<file path="src/rtl/tdm_pkg.sv">
// TDM link shared definitions: FSM encoding and lane geometry.
// Used by the receive-side demux and the transmit-side mux.
package tdm_pkg;

  typedef enum logic [1:0] {
    ST_HUNT    = 2'd0,
    ST_COLLECT = 2'd1,
    ST_HOLD    = 2'd2
  } state_t;

  localparam int TDM_LANES = 4;

  function automatic int sel_w(input int lanes);
    return $clog2(lanes);
  endfunction

  localparam int TDM_SEL_W = sel_w(TDM_LANES);

endpackage

</file>
<file path="src/rtl/tdm_lane_reg.sv">
// One lane of the demux: W-bit register with sync clear
// and load enable.
module tdm_lane_reg #(
  parameter int W = 1
) (
  input  logic         clk,
  input  logic         rst,
  input  logic         load,
  input  logic [W-1:0] d,
  output logic [W-1:0] q
);

  always_ff @(posedge clk) begin
    if (rst)
      q <= '0;
    else if (load)
      q <= d;
  end

endmodule

</file>
<file path="src/rtl/tdm_demux.sv">
// TDM receiver: gathers LANES slot samples into a
// parallel frame offered under valid/ready.
module tdm_demux
  import tdm_pkg::*;
#(
  parameter int W     = 1,
  parameter int LANES = TDM_LANES,
  parameter int SEL_W = $clog2(LANES)
) (
  input  logic               clk,
  input  logic               rst,
  input  logic [W-1:0]       din,
  input  logic               din_valid,
  input  logic               din_sof,
  output logic               din_ready,
  output logic [LANES*W-1:0] dout,
  output logic               dout_valid,
  input  logic               dout_ready,
  output logic [SEL_W-1:0]   slot,
  output logic               sync_err
);

  localparam logic [SEL_W-1:0] LAST = SEL_W'(LANES - 1);
  localparam logic [SEL_W-1:0] ONE  = SEL_W'(1);

  state_t           state;
  logic             accept;
  logic             xfer;
  logic             wr_en;
  logic [SEL_W-1:0] wr_sel;

  assign din_ready = (state == ST_HOLD) ? dout_ready : 1'b1;
  assign accept    = din_valid & din_ready;
  assign xfer      = dout_valid & dout_ready;

  // sof always lands in lane 0; plain samples only store while collecting
  assign wr_en  = accept & (din_sof | (state == ST_COLLECT));
  assign wr_sel = din_sof ? '0 : slot;

  for (genvar k = 0; k < LANES; k++) begin : g_lane
    tdm_lane_reg #(
      .W(W)
    ) u_lane (
      .clk (clk),
      .rst (rst),
      .load(wr_en && (wr_sel == SEL_W'(k))),
      .d   (din),
      .q   (dout[k*W +: W])
    );
  end

  always_ff @(posedge clk) begin
    if (rst) begin
      state      <= ST_HUNT;
      slot       <= '0;
      dout_valid <= 1'b0;
      sync_err   <= 1'b0;
    end else begin
      sync_err <= 1'b0;
      unique case (state)
        ST_HUNT: begin
          if (accept && din_sof) begin
            slot  <= ONE;
            state <= ST_COLLECT;
          end
        end
        ST_COLLECT: begin
          if (accept) begin
            if (din_sof) begin
              sync_err <= 1'b1;
              slot     <= ONE;
            end else if (slot == LAST) begin
              slot       <= '0;
              dout_valid <= 1'b1;
              state      <= ST_HOLD;
            end else begin
              slot <= slot + 1'b1;
            end
          end
        end
        ST_HOLD: begin
          if (xfer) begin
            dout_valid <= 1'b0;
            if (accept && din_sof) begin
              slot  <= ONE;
              state <= ST_COLLECT;
            end else begin
              state <= ST_HUNT;
              if (accept)
                sync_err <= 1'b1;
            end
          end
        end
        default: state <= ST_HUNT;
      endcase
    end
  end

endmodule

</file>
<file path="config.mk">
export PLATFORM = sky130hd
export DESIGN_NAME = tdm_demux
export DESIGN_NICKNAME = d
export VERILOG_FILES = /design/src/rtl/tdm_pkg.sv /design/src/rtl/tdm_lane_reg.sv /design/src/rtl/tdm_demux.sv
export SDC_FILE = /design/constraint.sdc
export NUM_CORES = 1
export LEC_CHECK = 0
export CAP_MARGIN = 20
export CORE_AREA = 5 5 42 44
export CTS_CLUSTER_DIAMETER = 60
export DETAILED_ROUTE_END_ITERATION = 8
export DIE_AREA = 0 0 47 49
export DONT_BUFFER_PORTS = 1
export PLACE_DENSITY = 0.67
export SETUP_SLACK_MARGIN = 0.15
export SLEW_MARGIN = 10
export SYNTH_ARGS = -nofsm -noshare
export SYNTH_HDL_FRONTEND = slang
export SYNTH_HIERARCHICAL = 1
export SYNTH_SLANG_ARGS = --single-unit
</file>
<file path="constraint.sdc">
create_clock -name clk -period 5.75 [get_ports clk]
set_clock_uncertainty 0.1 [all_clocks]
set_input_delay 0.2875 -clock clk [delete_from_list [all_inputs] [get_ports clk]]
set_output_delay 0.2875 -clock clk [all_outputs]
set_load 0.005 [all_outputs]
</file>
**Word-level counts from Yosys, hierarchy flattened**

Index checks and enable logic that the tools add are counted.

- Add/sub/neg operators: 1
- Eq/ne operators: 11
- Mux-type cells: 26
- Bitwise logic cells: 4
- Reductions and logical operators: 12

Operators by type and width:

| kind | number |
|---|---|
| 2-bit 2-to-1 mux | 11 |
| 2-bit one-hot mux with 3 select lines | 2 |
| 1-bit 2-to-1 mux | 11 |
| 5-bit AND reduction | 2 |
| 2-bit == test (second input constant) | 4 |
| 2-bit inequality test (second input constant) | 4 |
| 1-bit logical AND | 5 |
| 2-bit by 1-bit == test with 1-bit output (second input constant) | 2 |
| 2-bit logical NOT | 2 |
| 1-bit one-hot mux with 2 select lines | 2 |
| 1-bit bitwise AND | 3 |
| 3-bit AND reduction | 1 |
| 3-bit nonzero test | 1 |
| 2-bit by 1-bit adder with 2-bit output (second input constant) | 1 |
| 2-bit by 1-bit inequality test with 1-bit output (second input constant) | 1 |
| 2-bit nonzero test | 1 |
| 1-bit OR | 1 |

- Register bits after elaboration: 10
- Input port bits: 6
- Output and inout bits: 9
- Word-level logic and storage cells: 62

**Depth between registers and ports, before layout**

- Depth in word-level cells: 7
- Gate-level depth with buffers: 8

**Hierarchy**

The synthesis kept the hierarchy.

By module, submodules not included:

| module | instances | cells an instance | area an instance (sq um) | sequential area each (sq um) |
|---|---|---|---|---|
| tdm_demux | 1 | 54 | 475.5 | 120.1 |
| tdm_lane_reg | 4 | 3 | 33.8 | 20.0 |

**Worst setup path after synthesis**

OpenSTA, ideal clock, no wires.

- Path kind: reg2reg
- Start: reg state[0]
- End: reg g_lane[2].u_lane.q
- Arrival time: 1.665 ns
- Required time: 5.536 ns
- Path slack: 3.870 ns
- Stages on the path, launching flop included: 9
- Path buffers: 0
- Cells stage by stage: dfxtp_1 > inv_1 > ha_1 > and2b_4 > inv_1 > nand2_1 > nor4_1 > mux2i_1 > nor2_1

- Word-level cells in the longest chain between the ends: 5
- Elaborated cells on any way between the ends: 7
- Those cells by class: eq/ne (2); mux (1); bitwise (3); reduce/logical (1)

RTL lines:

| element | line | RTL |
|---|---|---|
| start: declaration | tdm_demux.sv:26 | `state_t state;` |
| start signal: assignment | tdm_demux.sv:54 | `state <= ST_HUNT;` |
| start signal: assignment | tdm_demux.sv:64 | `state <= ST_COLLECT;` |
| start signal: assignment | tdm_demux.sv:75 | `state <= ST_HOLD;` |
| 2-bit == test | tdm_demux.sv:32 | `assign din_ready = (state == ST_HOLD) ? dout_ready : 1'b1;` |
| 1-bit 2-to-1 mux | tdm_demux.sv:32 |  |
| net din_ready | tdm_demux.sv:15 | `output logic din_ready,` |
| 1-bit bitwise AND | tdm_demux.sv:33 | `assign accept = din_valid & din_ready;` |
| 1-bit bitwise AND | tdm_demux.sv:37 | `assign wr_en = accept & (din_sof \| (state == ST_COLLECT));` |
| 1-bit logical AND | tdm_demux.sv:46 | `.load(wr_en && (wr_sel == SEL_W'(k))),` |
| end signal: assignment | tdm_lane_reg.sv:15 | `q <= '0;` |
| end signal: assignment | tdm_lane_reg.sv:17 | `q <= d;` |
| end: declaration | tdm_lane_reg.sv:10 | `output logic [W-1:0] q` |

The timed path passes the listed nets, and every way through them passes these cells.
A chain may end at the register's enable or synchronous reset.

**Final worst setup path**

- Start: reg state[0]
- End: reg g_lane[1].u_lane.q

- Word-level cells in the longest chain between the ends: 5
- Elaborated cells on any way between the ends: 7
- Those cells by class: eq/ne (2); mux (1); bitwise (3); reduce/logical (1)

RTL lines:

| element | line |
|---|---|
| 2-bit == test | tdm_demux.sv:32 |
| 1-bit 2-to-1 mux | tdm_demux.sv:32 |
| net din_ready | tdm_demux.sv:15 |
| 1-bit bitwise AND | tdm_demux.sv:33 |
| 1-bit bitwise AND | tdm_demux.sv:37 |
| 1-bit logical AND | tdm_demux.sv:46 |
| end signal: assignment | tdm_lane_reg.sv:15 |
| end signal: assignment | tdm_lane_reg.sv:17 |
| end: declaration | tdm_lane_reg.sv:10 |

The timed path passes the listed nets, and every way through them passes these cells.

==> impl_metrics.yaml <==
outcome:
  status: "finished, final reports clean"
synthesis:
  synthTopCellsByArea: "dfxtp_1 (33%), ha_1 (10%), mux2i_1 (6.6%)"
  synth.largest_area_cell: "dfxtp_1"
  synthCells: 66
  yosysSeqAreaShare_pct: 32.8
  syn_area_per_cell_um2: 9.25
  yosys-top-cells-count: "dfxtp_1 (10), inv_1 (7), nor2_1 (6)"
  synth.most_common_cell: "dfxtp_1"
  yosysTopAreaCellShare_pct: 32.8
  yosys_warnings: 6
  ys.flop_type: "dfxtp_1"
  synthArstFlopShare_pct: 0
  syn-cell-area_um2: 611
  synth_cell_types: 27
  synth_enable_flop_cells: 0
  ys_seq_elements: 10
  syn_nets: 77
placement:
  io_buffers: 0
  place_area_um2: 627
  gp_congestion: 0.843
  dp_hpwl_um: 958
floorplanning:
  initial_core_util_pct: 43.6
  core_area_um2: 1400
  dieArea_um2: 2300
  die_h_um: 49
  rows: 14
  ios: 15
  die_w_um: 47
global_route:
  grt_pass1_wl_mm: 2.01
  grt_overflow: 0
  first_global_vias: 489
  track_usage_pct: 11.7
  grt_max_degree: 11
  antenna_found_initial: 0
sta:
  finalSetupTns_ns: 0
  finalCriticalPeriod_ns: 2.14
  slew-limit-headroom_pct: 68.2
  post-route-period-util_pct: 37.2
  hold_viol: 0
  setup_violations: 0
  rsz0062_at_grt: "no"
  maxSlewViolCount: 0
  worst_pin_slew_ns: 0.472
  max_freq_mhz: 468
clock_network:
  htree_levels: 1
  clockBufferDepth: 2
  cts_buffers: 3
  cts_tree: "built"
  clock_latency_ns: 0.26
  cts-root-buf: "clkbuf_4"
  numClockSinks: 10
  clk_pin_slew_worst_paths_ns: 0.07
route:
  avgViaCountPerCell: 5.88
  drc: 0
  drt_iter0_markers: 4
  first_pass_iters: 3
  wl_mm: 1.26
  antenna_left: 0
  vias: 506
  wl_per_cell_um: 14.7
run:
  maxCapViolations: 0
worst_setup_path:
  cpMostUsedCell: "inv_1"
  end_kind: "flop"
  crit_required_ns: 5.79
  cpMaxStageDelayCell: "dfxtp_1"
  arrival_ns: 2.18
  crit_chain: "inv_1 > ha_1 > and2b_4 > inv_1 > nand2_1 > nor4_1 > mux2i_1 > nor2_1"
  crit_fanout: 5
  crit_family: "simple AND/OR/NAND/NOR gates"
  crit_buf_inv: 2
  crit_type: "flop to flop"
  max_stage_delay_ns: 0.43
  startpoint_type: "flop"
power:
  peakVddDrop_v: 0.000150
  switchingPower_uw: 110
  p_leak_nw: 0.246
  power.internal_uw: 171
  seqPwrFrac_pct: 34.6
  p_comb_share_pct: 43.3
  swShare_pct: 39.1
  clockPowerShare_pct: 22.1
  p_per_area_nw_per_um2: 418
hold_path:
  hold_path.class: "input port to flop"
finish:
  antenna-diode-count: 0
  fillers: 144
  drive_gt1_share_pct: 12.9
  synthToLayoutAreaGrowth_pct: 10.2
  postLayoutCellArea_um2: 673
  final_nets: 82
## layout by cell type, fill, tap and decap left out, drive strengths merged, types with 3 or more instances in the layout
master,count
inv,7
mux2i,4
a31oi,3
dfxtp,10
ha,5
nor2,6
nand3,3
nand2,4
nor4,3
clkbuf,4
## path summary, 6_finish.rpt
path,slack (ns),start,cells after the start,endpoint
min reg2reg,0.43,g_lane[0].u_lane/q$_SDFFE_PP0P_,2,g_lane[0].u_lane/q$_SDFFE_PP0P_
min,0.02,rst,1,state[0]$_SDFFE_PP0P_
max,3.61,state[0]$_SDFFE_PP0P_,8,g_lane[1].u_lane/q$_SDFFE_PP0P_
max reg2reg,3.61,state[0]$_SDFFE_PP0P_,8,g_lane[1].u_lane/q$_SDFFE_PP0P_
## flip-flops by register name, summed over array words and instances (netlist names)
signal	count
sync_err	1
state	2
g_lane.u_lane/q	4
dout_valid	1
slot	2
## what timing repair did
action,CTS,global route
buffers inserted,0,0
gates resized for setup,0,0
endpoints found under the hold margin,8,0
hold buffers,1,0
## worst register-to-register path, stage by stage, from the launching register on
cell and delay [ns]:
dfxtp_1 0.43, inv_1 0.11, ha_1 0.27, and2b_4 0.21
inv_1 0.10, nand2_1 0.15, nor4_1 0.35, mux2i_1 0.23
nor2_1 0.05
## cell families (layout without fill, tap and decap cells)
family | Yosys count | in the layout | share of synthesized area (%)
flops | 10 | 10 | 32.8
fa+ha+maj | 5 | 5 | 10.2
mux | 4 | 4 | 6.56
compound gates | 14 | 14 | 22.7
simple gates | 25 | 25 | 22.7
buf+inv | 8 | 12 | 4.92
## through the flow
stage / instances / setup WS [ns] / hold WS [ns] / total power [mW] / util, %
4_1_cts: 86 / 3.62 / 0.0261 / 0.281 / 48.0
3_3_place_gp: 81 / 3.70 / 0.262 / 0.215 / 44.7
5_1_grt: 86 / 3.42 / 0.0256 / 0.299 / 48.0
6_report: 86 / 3.61 / 0.0248 / 0.281 / 48.0
2_1_floorplan: 66 / 3.87 / 0.260 / 0.196 / -
3_5_place_dp: 81 / 3.64 / 0.264 / 0.218 / 44.7
## final cells by class
cell class	instances	area, um^2	share of cell area [%]
repair buffers	1	10.0	1.49
clock buffers	4	36.3	5.39
inverters	7	26.3	3.90
well taps	16	20.0	2.97
multi-input cells	48	380	56.5
flip-flops and latches	10	200	29.7
## power by group through the flow
stage | clock (mW) | sequential (mW) | combinational, mW
floorplan | 0 | 0.0957 | 0.100
global placement | 0 | 0.0989 | 0.116
detailed placement | 0 | 0.0995 | 0.118
CTS | 0.0630 | 0.0977 | 0.121
global route | 0.0668 | 0.0991 | 0.133
finish | 0.0622 | 0.0972 | 0.122
## layer usage
layer  GRT usage (%)  routed length, um  vias to the layer above
li1                -                  -                      251
met1            15.1                560                      232
met2            17.4                579                       18
met3            2.95                100                        5
met4            5.53                 24                        0
met5               0                  0                        -
Note: power is estimated with default switching activity, not from simulation.
